<file path="config.mk">
export PLATFORM = sky130hd
export DESIGN_NAME = door_input_conditioner
export DESIGN_NICKNAME = d
export VERILOG_FILES = /design/src/rtl/door_input_conditioner_pkg.sv /design/src/rtl/door_input_conditioner_debounce_cell.sv /design/src/rtl/door_input_conditioner.sv
export SDC_FILE = /design/constraint.sdc
export NUM_CORES = 1
export LEC_CHECK = 0
export BUFFER_PORTS_ARGS = -buffer_cell sky130_fd_sc_hd__buf_2
export CAP_MARGIN = 40
export CORE_MARGIN = 1.5
export CORE_UTILIZATION = 30
export DETAILED_ROUTE_END_ITERATION = 10
export GPL_ROUTABILITY_DRIVEN = 0
export PLACE_DENSITY_LB_ADDON = 0.05
export REMOVE_ABC_BUFFERS = 1
export SETUP_SLACK_MARGIN = 0.05
export SLEW_MARGIN = 20
export SYNTH_ARGS = -nofsm -noshare
export SYNTH_HDL_FRONTEND = slang
export SYNTH_HIERARCHICAL = 1
export SYNTH_SLANG_ARGS = --single-unit
export TNS_END_PERCENT = 20
</file>
<file path="constraint.sdc">
create_clock -name clk -period 2 [get_ports clk]
set_clock_uncertainty 0.05 [all_clocks]
set_input_delay 0 -clock clk [delete_from_list [all_inputs] [get_ports clk]]
set_output_delay 0 -clock clk [all_outputs]
set_load 0.01 [all_outputs]
</file>
<file path="src/rtl/door_input_conditioner_pkg.sv">
// Shared definitions for the door input conditioner and the door motor bench:
// button FSM state encodings, channel indices and default timing values.
package door_input_conditioner_pkg;

   localparam int DEF_DEBOUNCE_CYCLES = 16;
   localparam int DEF_HOLDOFF_CYCLES  = 64;

   // Channel positions in the packed raw/debounced vectors.
   localparam int CH_BTN = 0;
   localparam int CH_UP  = 1;
   localparam int CH_DN  = 2;
   localparam int NUM_CH = 3;

   typedef enum logic [1:0] {
      ST_IDLE     = 2'd0,
      ST_PULSE    = 2'd1,
      ST_WAIT_REL = 2'd2,
      ST_HOLDOFF  = 2'd3
   } btn_state_t;

endpackage

</file>
<file path="src/rtl/door_input_conditioner_debounce_cell.sv">
// One input channel: 2-flop synchroniser feeding a stable-level debouncer.
// The level flips only after DEBOUNCE_CYCLES consecutive synchronised samples
// that differ from it; any agreeing sample restarts the count.
module debounce_cell #(
   parameter int DEBOUNCE_CYCLES = 16
) (
   input  logic clk,
   input  logic rst,
   input  logic raw,
   output logic level
);

   localparam int CNT_W = $clog2(DEBOUNCE_CYCLES);
   localparam logic [CNT_W-1:0] CNT_LAST = CNT_W'(DEBOUNCE_CYCLES - 1);

   logic [1:0]       sync_q;
   logic [CNT_W-1:0] cnt;
   logic             stable;

   // Bring the asynchronous input into the clk domain.
   always_ff @(posedge clk) begin
      if (!rst) sync_q <= '0;
      else      sync_q <= {sync_q[0], raw};
   end

   // Count consecutive disagreeing samples; flip the level on the last one.
   always_ff @(posedge clk) begin
      if (!rst) begin
         cnt    <= '0;
         stable <= 1'b0;
      end else if (sync_q[1] == stable) begin
         cnt <= '0;
      end else if (cnt == CNT_LAST) begin
         cnt    <= '0;
         stable <= ~stable;
      end else begin
         cnt <= cnt + 1'b1;
      end
   end

   assign level = stable;

endmodule

</file>
<file path="src/rtl/door_input_conditioner.sv">
// Conditions the door push-button and the two limit switches for the motor
// FSM: debounced limit levels, a registered both-limits fault flag, and a
// single activate pulse per qualified button press followed by a holdoff.
module door_input_conditioner
   import door_input_conditioner_pkg::*;
#(
   parameter int DEBOUNCE_CYCLES = DEF_DEBOUNCE_CYCLES,
   parameter int HOLDOFF_CYCLES  = DEF_HOLDOFF_CYCLES
) (
   input  logic clk,
   input  logic rst,
   input  logic btn_raw,
   input  logic up_lim_raw,
   input  logic dn_lim_raw,
   output logic activate,
   output logic up_max,
   output logic dn_max,
   output logic lim_fault
);

   localparam int HO_W = $clog2(HOLDOFF_CYCLES + 1);
   localparam logic [HO_W-1:0] HO_LAST = HO_W'(HOLDOFF_CYCLES - 1);

   logic [NUM_CH-1:0] raw_vec;
   logic [NUM_CH-1:0] lvl_vec;
   logic              btn_db;
   logic              fault_q;
   logic [HO_W-1:0]   ho_cnt;
   btn_state_t        state, state_nxt;

   assign raw_vec[CH_BTN] = btn_raw;
   assign raw_vec[CH_UP]  = up_lim_raw;
   assign raw_vec[CH_DN]  = dn_lim_raw;

   for (genvar i = 0; i < NUM_CH; i++) begin : g_ch
      debounce_cell #(
         .DEBOUNCE_CYCLES(DEBOUNCE_CYCLES)
      ) u_db (
         .clk  (clk),
         .rst  (rst),
         .raw  (raw_vec[i]),
         .level(lvl_vec[i])
      );
   end

   assign btn_db = lvl_vec[CH_BTN];
   assign up_max = lvl_vec[CH_UP];
   assign dn_max = lvl_vec[CH_DN];

   // Both limits active at once is a wiring/switch fault; register it.
   always_ff @(posedge clk) begin
      if (!rst) fault_q <= 1'b0;
      else      fault_q <= lvl_vec[CH_UP] & lvl_vec[CH_DN];
   end

   assign lim_fault = fault_q;

   // Button FSM state register.
   always_ff @(posedge clk) begin
      if (!rst) state <= ST_IDLE;
      else      state <= state_nxt;
   end

   // Holdoff counter runs only while in HOLDOFF, cleared everywhere else.
   always_ff @(posedge clk) begin
      if (!rst)                    ho_cnt <= '0;
      else if (state != ST_HOLDOFF) ho_cnt <= '0;
      else                         ho_cnt <= ho_cnt + 1'b1;
   end

   // Next-state logic: one pulse per press, wait for release, then holdoff.
   always_comb begin
      state_nxt = state;
      case (state)
         ST_IDLE:     if (btn_db && !fault_q) state_nxt = ST_PULSE;
         ST_PULSE:    state_nxt = ST_WAIT_REL;
         ST_WAIT_REL: if (!btn_db) state_nxt = ST_HOLDOFF;
         ST_HOLDOFF:  if (ho_cnt == HO_LAST) state_nxt = ST_IDLE;
         default:     state_nxt = ST_IDLE;
      endcase
   end

   // Moore output decoded from the state flops only.
   assign activate = (state == ST_PULSE);

endmodule

</file>
==> metrics <==
post-synth top area share 0.524; Multi-input gate area around 540 um2; Worst Setup End Kind flip-flop; die width 65.8 um; Startpoint Class flip-flop; XOR/XNOR Fraction of Synth Area 0.0888; Bufs and invs on worst path 0; post-synthesis compound-gate area fraction 0.0296; DR pass1 iterations 4; gr ovfl total 0; Synth Cell Area between 1000 and 1500 um2; CP Class reg2reg; cell row count 22; Slew Viols, Final 0; Final period util 0.920; Die Y 65.8 um; mux cell area share after synthesis 0.0423; final instance area roughly 1400 um2; TritonCTS clock tree yes; initial core utilization 0.319; global-route wire length before repair between 3 and 4 mm; Post-Layout Cell Count 181; max cap viols 0; antenna-violating nets left 0; FF+latch area 621 um2; Total Wirelength 1.78 mm; Worst EP arrival just under 2 ns; max_slew headroom 0.679; layout cells sized above 1 0.120; crit-path max FO 3; DRC 0; Synth area leader dfxtp_1; TNS Setup 0 ns; Via density around 4.5; yosys warns 6; CTS Root Cell clkbuf_8; pre-CTS WS approximately 0.14 ns; final core utilization 0.373; crit-path leading delay family compound AO/OA/AOI/OAI gates; critical-path cell list ha_1 > nand2_1 > or3_1 > a222oi_1 > mux2i_1; Post-Synthesis Cells 116; HP Class in2reg; Placed Instances ~170; full die area 4330 um2; status completed; CTS clk-pin slew, worst paths 0.06 ns; postcts setup bufs 0; area of the core ~3700 um2; Starting DRT DRC Count 22; Tot GR Track Use 0.106; # diodes 0; fillers 388; post-route setup slack between 0.15 and 0.2 ns; synth unique cells 18; Final setup viols 0; top cells by area, synth dfxtp_1 (52%), ha_1 (9.5%), xor2_1 (8.1%), nand3_1 (5.1%), mux2i_1 (4.2%); Synth Area in Simple Gates 0.204; Clock Latency Late Sink around 0.27 ns; Ports 9; power per cell area roughly 840 nW/um2; via count 807; crit-path max cell delay ~0.46 ns; unrepaired setup endpoints after global routing no; CTS max path bufs 2; sequential area share after synthesis 0.524; measured slew at the worst slew-check pin 0.482 ns; min Tclk post-route ~1.8 ns; synth-to-layout area growth 17.1%; final hold viol count 0; Adder-Cell Fraction of Synth Area 0.0951; Avg WL per Cell approximately 9.8 um; number of global-route vias before repair 869; placed cell areas about 1300 um2; #FFs+latches synth 31; largest family of logic cells by synthesized area simple AND/OR/NAND/NOR gates; Leak Pwr between 0.0006 and 0.0007 uW; nets@finish 148; I/O Buffers 8; maximum vdd ir drop 348 uV; synthesized area per cell approximately 10 um2; initial antenna violation count 0; largest net degree at the start of global routing 23; hpwl dp ~1.3 mm; Crit-path slowest cell a222oi_1; H-tree depth reported by CTS 2; CTS Sinks 31; Num CTS Buffers 5; Crit path required time around 2.2 ns; Fmax ~540 MHz
-- cells by family (layout without fill, tap and decap cells) --
family / after synthesis / count (layout)
simple gates: 48 / 48
xor+xnor: 12 / 12
fa+ha+maj: 9 / 9
buf+inv: 5 / 22
mux: 5 / 5
compound gates: 6 / 6
flops: 31 / 31
-- per-stage QoR --
step	power (uW)	hold WS, ns
6_report	1170	0.0935
5_1_grt	1240	0.116
2_1_floorplan	719	0.0717
4_1_cts	1200	0.0936
3_5_place_dp	745	0.161
3_3_place_gp	743	0.159
-- metal layers --
metal  track usage  wire (um)  vias up
met5             0          0        -
met4        0.0547         27        0
met3        0.0443         77        3
met2         0.178        880       11
met1         0.111        795      373
li1              -          -      420
-- cell usage in the layout (no fill, tap or decap), drive strengths merged --
cell type	Yosys	layout
clkbuf	0	6
and2	6	6
a21oi	2	2
nand3	12	12
dlygate4sd3	0	3
inv	5	5
nand2b	1	1
buf	0	8
dfxtp	31	31
nor2	13	13
o21ai	3	3
and3	5	5
a222oi	1	1
mux2i	5	5
xnor2	1	1
xor2	11	11
nand2	6	6
or3	2	2
ha	9	9
nor2b	3	3
-- final timing paths --
path                                             start                      to  slack [ns]  cells past startpoint
worst min-delay path                               rst      g_ch[1].u_db/level        0.09                      2
worst min register to register  g_ch[0].u_db/sync_q[0]  g_ch[0].u_db/sync_q[1]        0.38                      1
worst max-delay path                         ho_cnt[0]                state[0]        0.16                      5
worst max register to register               ho_cnt[0]                state[0]        0.16                      5
-- report_power, final --
part           total [uW]  switching (uW)  internal (uW)
clock                 430             199            231
sequential            648            13.6            634
combinational        88.1            44.8           43.3
-- sequential cells by signal, indices dropped and copies added, names as in the netlist --
signal and cells:
lim_fault 1, g_ch.u_db/level 3, g_ch.u_db/cnt 12, state 2
ho_cnt 7, g_ch.u_db/sync_q 6
-- cell usage after synthesis --
library cell / count
and3_1: 2
nor2b_1: 3
xor2_1: 11
nor2_1: 13
or3_1: 2
xnor2_1: 1
inv_1: 5
a21oi_1: 2
nand2_1: 6
and2_1: 6
and3_2: 3
mux2i_1: 5
ha_1: 9
nand3_1: 12
a222oi_1: 1
o21ai_0: 3
dfxtp_1: 31
nand2b_1: 1
-- cell type report --
cell class / count / area share
sequential: 31 / 0.448
timing repair buffer: 11 / 0.0505
clock buffer: 6 / 0.0523
tap: 48 / 0.0433
multi-input combinational: 80 / 0.393
inverter: 5 / 0.0135
-- repair_timing --
item,in CTS,in global routing
gates resized for setup,0,0
hold buffers,3,0
endpoints found under the hold margin,3,0
endpoints found under the setup margin,0,1
Note: power is estimated with default switching activity, not from simulation.
